<file path="config.mk">
export PLATFORM = sky130hd
export DESIGN_NAME = uart_tx
export DESIGN_NICKNAME = d
export VERILOG_FILES = /design/src/rtl/uart_pkg.sv /design/src/rtl/uart_bit_timer.sv /design/src/rtl/uart_tx.sv
export SDC_FILE = /design/constraint.sdc
export NUM_CORES = 1
export LEC_CHECK = 0
export BUFFER_PORTS_ARGS = -buffer_cell sky130_fd_sc_hd__buf_2
export CORE_MARGIN = 5
export CORE_UTILIZATION = 50
export CTS_CLUSTER_DIAMETER = 120
export DETAILED_ROUTE_END_ITERATION = 16
export PLACE_DENSITY = 0.71
export SLEW_MARGIN = 20
export SYNTH_ARGS = -nofsm -noshare
export SYNTH_HDL_FRONTEND = slang
export SYNTH_SLANG_ARGS = --single-unit
</file>
<file path="constraint.sdc">
create_clock -name tick -period 2.1 [get_ports tick]
set_input_delay 0.21 -clock tick [delete_from_list [all_inputs] [get_ports tick]]
set_output_delay 0.21 -clock tick [all_outputs]
set_load 0.02 [all_outputs]
</file>
<file path="src/rtl/uart_pkg.sv">
// Shared UART definitions: frame FSM states plus timing and parity helpers,
// used by both the transmitter and the receiver.
package uart_pkg;

  typedef enum logic [2:0] {
    IDLE   = 3'd0,
    START  = 3'd1,
    DATA   = 3'd2,
    PARITY = 3'd3,
    STOP   = 3'd4
  } state_t;

  function automatic int cycles_per_bit(input int clk_freq, input int baud_rate);
    return clk_freq / baud_rate;
  endfunction

  // Words narrower than 64 bits are zero-extended, which leaves the XOR unchanged.
  function automatic logic parity_bit(input logic [63:0] data, input logic odd);
    return (^data) ^ odd;
  endfunction

endpackage

</file>
<file path="src/rtl/uart_bit_timer.sv">
// Counts CPB clock cycles per bit and strobes bit_end on the last one.
// Holding clear parks the counter at zero so the next bit starts full length.
module uart_bit_timer #(
  parameter int CPB = 16
) (
  input  logic tick,
  input  logic reset,
  input  logic clear,
  output logic bit_end
);

  localparam int CNT_W = (CPB > 1) ? $clog2(CPB) : 1;

  logic [CNT_W-1:0] count;

  assign bit_end = !clear && (count == CNT_W'(CPB - 1));

  always_ff @(posedge tick or posedge reset) begin
    if (reset) begin
      count <= '0;
    end else if (clear || bit_end) begin
      count <= '0;
    end else begin
      count <= count + CNT_W'(1);
    end
  end

endmodule

</file>
<file path="src/rtl/uart_tx.sv">
// UART transmitter: start bit, LSB-first data, optional parity, M stop bits.
// All frame outputs are registered so tx only moves on bit boundaries.
module uart_tx
  import uart_pkg::*;
#(
  parameter int N          = 8,
  parameter int M          = 1,
  parameter int PARITY_EN  = 0,
  parameter int PARITY_ODD = 0,
  parameter int BAUD_RATE  = 9600,
  parameter int CLK_FREQ   = 50000000
) (
  input  logic         tick,
  input  logic         reset,
  input  logic         tx_start,
  input  logic [N-1:0] data_in,
  output logic         tx,
  output logic         busy,
  output logic         done
);

  localparam int CPB    = cycles_per_bit(CLK_FREQ, BAUD_RATE);
  localparam int MAX_NM = (N > M) ? N : M;
  localparam int IDX_W  = $clog2(MAX_NM + 1);

  state_t           state_q, state_d;
  logic [N-1:0]     shift_q, shift_d;
  logic [IDX_W-1:0] idx_q, idx_d;
  logic             parity_q, parity_d;
  logic             tx_d, busy_d, done_d;
  logic             bit_end;

  uart_bit_timer #(.CPB(CPB)) u_timer (
    .tick    (tick),
    .reset   (reset),
    .clear   (state_q == IDLE),
    .bit_end (bit_end)
  );

  always_ff @(posedge tick or posedge reset) begin
    if (reset) begin
      state_q  <= IDLE;
      shift_q  <= '0;
      idx_q    <= '0;
      parity_q <= 1'b0;
      tx       <= 1'b1;
      busy     <= 1'b0;
      done     <= 1'b0;
    end else begin
      state_q  <= state_d;
      shift_q  <= shift_d;
      idx_q    <= idx_d;
      parity_q <= parity_d;
      tx       <= tx_d;
      busy     <= busy_d;
      done     <= done_d;
    end
  end

  // The idx counter is reused: data bits in DATA, stop bits in STOP.
  always_comb begin
    state_d  = state_q;
    shift_d  = shift_q;
    idx_d    = idx_q;
    parity_d = parity_q;
    tx_d     = tx;
    busy_d   = busy;
    done_d   = 1'b0;
    case (state_q)
      IDLE: begin
        tx_d = 1'b1;
        if (tx_start) begin
          shift_d  = data_in;
          parity_d = parity_bit(64'(data_in), PARITY_ODD != 0);
          idx_d    = '0;
          tx_d     = 1'b0;
          busy_d   = 1'b1;
          state_d  = START;
        end
      end
      START: begin
        if (bit_end) begin
          tx_d    = shift_q[0];
          state_d = DATA;
        end
      end
      DATA: begin
        if (bit_end) begin
          if (idx_q == IDX_W'(N - 1)) begin
            idx_d = '0;
            if (PARITY_EN != 0) begin
              tx_d    = parity_q;
              state_d = PARITY;
            end else begin
              tx_d    = 1'b1;
              state_d = STOP;
            end
          end else begin
            shift_d = shift_q >> 1;
            tx_d    = shift_d[0];
            idx_d   = idx_q + IDX_W'(1);
          end
        end
      end
      PARITY: begin
        if (bit_end) begin
          tx_d    = 1'b1;
          state_d = STOP;
        end
      end
      STOP: begin
        if (bit_end) begin
          if (idx_q == IDX_W'(M - 1)) begin
            idx_d   = '0;
            tx_d    = 1'b1;
            busy_d  = 1'b0;
            done_d  = 1'b1;
            state_d = IDLE;
          end else begin
            idx_d = idx_q + IDX_W'(1);
          end
        end
      end
      default: begin
        tx_d    = 1'b1;
        busy_d  = 1'b0;
        state_d = IDLE;
      end
    endcase
  end

endmodule

</file>
## After elaboration in Yosys (flattened, before gate mapping)

Cells that the tools add are included.

- Register bits after elaboration: 31
- Input port bits: 11
- Logic and storage cells: 71

- $add $sub $neg: 2
- Equal/unequal tests: 14
- Multiplexer cells: 34
- Bitwise gates (word level): 1
- Reduce and logical (&&, ||, !) cells: 13

Operators with widths:

| kind | number |
|---|---|
| $mux 8 | 3 |
| $mux 3 | 7 |
| $mux 4 | 5 |
| $pmux 8 s2 | 1 |
| $pmux 3 s5 | 1 |
| $add 13x1->13 const B | 1 |
| $eq 13x13->1 const B | 1 |
| $mux 1 | 13 |
| $mux 13 | 1 |
| $pmux 4 s3 | 1 |
| $reduce_and 4->1 | 3 |
| $ne 2x1->1 const B | 4 |
| $ne 2x2->1 const B | 4 |
| $reduce_and 7->1 | 1 |
| $eq 3x2->1 const B | 2 |
| $pmux 1 s5 | 1 |
| $reduce_and 5->1 | 1 |
| $add 4x1->4 const B | 1 |
| $eq 4x3->1 const B | 1 |
| $logic_not 4->1 | 1 |
| $eq 3x1->1 const B | 1 |
| $eq 3x3->1 const B | 1 |
| $logic_not 3->1 | 1 |
| $pmux 1 s3 | 1 |
| 7 further kinds | 7 |

## Depth between registers and ports, before layout

- Depth in word-level cells: 5
- Mapped depth: 7
- Depth with buffers taken out: 6

## Modules after synthesis

From an unflattened synthesis, not the netlist that was laid out.

- Cells, all modules: 161
- Area, all modules: 1751.7 um2

By module, submodules not included:

| module | times used | cells an instance | area an instance (um2) | sequential area each (um2) |
|---|---|---|---|---|
| uart_tx | 1 | 95 | 1093.5 | 451.7 |
| uart_bit_timer | 1 | 66 | 658.1 | 325.3 |

## Worst setup path after synthesis

No wires, ideal clock.

- Kind: register to register
- Start point: register u_timer.count[9]
- End point: register shift_q[0]
- Library setup time: 0.123 ns
- Data arrival time: 2.041 ns
- Slack: -0.064 ns
- Stages on the path, launching flop included: 6
- Clock period less this slack: 2.164 ns
- Cells stage by stage: dfrtp_1 > or4_4 > or3_4 > or3_1 > buf_2 > o221a_1

- Longest elaborated chain between the ends: 4

RTL lines:

| element | line | RTL |
|---|---|---|
| from (decl) | uart_bit_timer.sv:14 | `logic [CNT_W-1:0] count;` |
| from (signal assigned) | uart_bit_timer.sv:24 | `count <= count + CNT_W'(1);` |
| $eq 13x13->1 | uart_bit_timer.sv:16 | `assign bit_end = !clear && (count == CNT_W'(CPB - 1));` |
| $logic_and 1x1->1 | uart_bit_timer.sv:16 |  |
| $ne 2x1->1 (no source line) | -- |  |
| $reduce_and 4->1 (no source line) | -- |  |
| to (signal assigned) | uart_tx.sv:51 | `shift_q <= shift_d;` |
| to (decl) | uart_tx.sv:27 | `logic [N-1:0] shift_q, shift_d;` |

No other way between the ends.
A chain may end at the register's enable or synchronous reset.

## Worst setup path after layout

- Start point: register u_timer.count[7]
- End point: register shift_q[3]

The elaborated chain is that of the path after synthesis.

==> flow_summary.ini <==
[final_layout]
final_common_cell = dfrtp_1
drive_above_1_share_pct = 23.5
final_nets = 213
area_growth_syn_to_layout_pct = 19.6
fillers = 268
antenna_cells = 0
fin_cells = 244
fin_area_sq_um = 1980
final_cell_mix = 30 x dfrtp_1, 17 x nor2_1, 15 x buf_4
final_util_pct = 63.7

[placed_design]
place_inst = 233
postPlaceCellArea_sq_um = 1850
dp_hpwl_mm = 2.45
pre_cts_ws_ns = -0.0514
io_buffers = 13
place_congestion = 0.865

[cts]
clock-sinks = 31
cts.clk_slew.worst_paths_ns = 0.09
cts_tree = done
cts_buffer_depth = 2
cts_buffers = 5
clock-root-buffer = clkbuf_4
clock_latency_ns = 0.33
htree_levels = 2

[setup_path]
crit_chain = or4_4 -> or3_4 -> or3_4 -> o221a_1
crit_arrival_ns = 2.31
critPathRequiredTime_ns = 2.32
reg2reg_from = u_timer.count[7]
crit_family = simple AND/OR/NAND/NOR gates
worstSetupStartpointType = flop
path_class = reg2reg
crit_start = u_timer.count[7]
path_depth = 4
cp_max_fo = 7
reg2reg_slack_ns = 0.004
rr_endpoint = shift_q[3]
crit_end = shift_q[3]
cp_slowest_stage_delay_ns = 0.53
reg2regPathDepth = 4
crit_path_end_kind = flop
critPathBufInv = 0
cp_slowest_cell = or4_4
path_common_cell = or3_4

[pwr]
p_total_mw = 1.43
leakagePower_nw = 0.822
irDropWorstVdd_uv = 427
p_per_area_nw_per_um2 = 722

[global_routing]
grt.total_usage_pct = 17.4
antenna_found_initial = 0
grt_max_degree = 32
grt_overflow = 0
grt_pass1_wl_mm = 5.98
grt_pass1_vias = 1337

[yosys]
avgSynthCellArea_sq_um = 9.85
ys_seq_area_share_pct = 47.0
ys_types = 45
async_flop_share_pct = 100
synthesis.nets = 182
yosysWarnings = 0
synth_edf_count = 0
yosys.area.top_type = dfrtp_1
ys_ff_latch = 31
synth_cells = 168
yosys-top-cells-area = dfrtp_1 45%, o221a_1 4.8%, nor2_1 3.9%
synthFlopType = dfrtp_1
synth_top_area_share_pct = 45.4
synth_area_sq_um = 1650

[floorplan]
core_area_sq_um = 3100
start_util_pct = 53.3
die_h_um = 67.5
io_pins = 14
die_area_sq_um = 4560
die_w_um = 67.5
placement_rows = 20

[route]
antenna_left = 0
wire_per_inst_um = 13.8
drt-total-wl_mm = 3.38
drtPass1Iterations = 5
viasPerCell = 5.67
drt-initial-drc-count = 138
drcViolationCount = 0
vias = 1384

[sta]
hold_viol = 0
finalCritPeriodShare_pct = 99.8
period_minus_slack_ns = 2.10
tns_ns = 0
clock.fmax_mhz = 477
hold_slack_ns = 0.219
rsz0062_at_grt = true
fin_ws_ns = 0.00359
tightest_slew_ns = 0.550
timing.slew.headroom_pct = 63.3
setup_viol_count_final = 0
drv_slew = 0
skew_ns = 0.00455

[job]
cap_violations = 0

[run_status]
outcome = finished, final reports clean

[worst_hold_path]
hold_class = in2reg
-- power breakdown --
part / leakage (nW) / internal (mW) / switching (mW)
combinational: 0.398 / 0.140 / 0.124
sequential: 0.386 / 0.695 / 0.0778
clock: 0.0386 / 0.197 / 0.194
total: 0.822 / 1.03 / 0.396
-- registers in the layout (all words and copies together) (netlist names) --
signal,cells
done,1
u_timer.count,13
tx,1
state_q,3
idx_q,4
shift_q,8
busy,1
-- worst register-to-register path, delay by kind of cell, from the launching register on --
kind,cells,cell delay (ns)
flops,1,0.39
compound gates,1,0.27
simple gates,3,1.32
-- cell type report --
cell class	count	area, sq um	area share, %
Multi-Input combinational cell	122	845	42.7
Tap cell	44	55.1	2.78
Inverter	9	33.8	1.71
Timing Repair Buffer	30	199	10.1
Sequential cell	31	777	39.3
Clock buffer	8	68.8	3.48
-- kinds of logic after synthesis --
| kind of cell | after synthesis | share of synthesized area [%] |
|---|---|---|
| compound gates | 40 | 18.0 |
| xor+xnor | 8 | 4.24 |
| mux | 3 | 1.89 |
| fa+ha+maj | 3 | 2.27 |
| flops | 31 | 47.0 |
| buf+inv | 15 | 3.55 |
| simple gates | 68 | 23.1 |
-- worst min path at each step --
| stage | start | end | cells past startpoint |
|---|---|---|---|
| after floorplan | reset | busy | 1 |
| after global placement | reset | u_timer.count[11] | 3 |
| after detailed placement | reset | u_timer.count[8] | 3 |
| after CTS | data_in[7] | shift_q[7] | 3 |
| after global routing | data_in[7] | shift_q[7] | 3 |
| final | data_in[7] | shift_q[7] | 3 |
-- cell usage after synthesis (3+ instances only) --
cell type and count:
a21oi_1 7, a31oi_1 3, clkbuf_1 4, dfrtp_1 30, ha_1 3, inv_1 9, nand2_1 8, nand2b_1 7
nand3_1 7, nand4_1 5, nor2_1 17, o211ai_1 3, o21ai_0 11, o221a_1 7, or3_1 5, xnor2_1 4
xor2_1 4
-- routing by layer --
layer	wire length [um]	share of wire [%]	vias up	track usage, %
li1	-	-	671	-
met1	1400	42	677	21.9
met5	0	0	-	0
met2	1750	52	30	28.2
met4	40	1.2	0	5.32
met3	183	5.4	6	5.82
-- timing repair --
item,CTS,global route
resized for setup,2,4
endpoints found under the hold margin,30,0
buffers inserted,0,2
pin swaps,2,2
setup endpoints to repair,9,10
hold buffers,1,0
No activity file was read; power rests on OpenSTA's default activity.
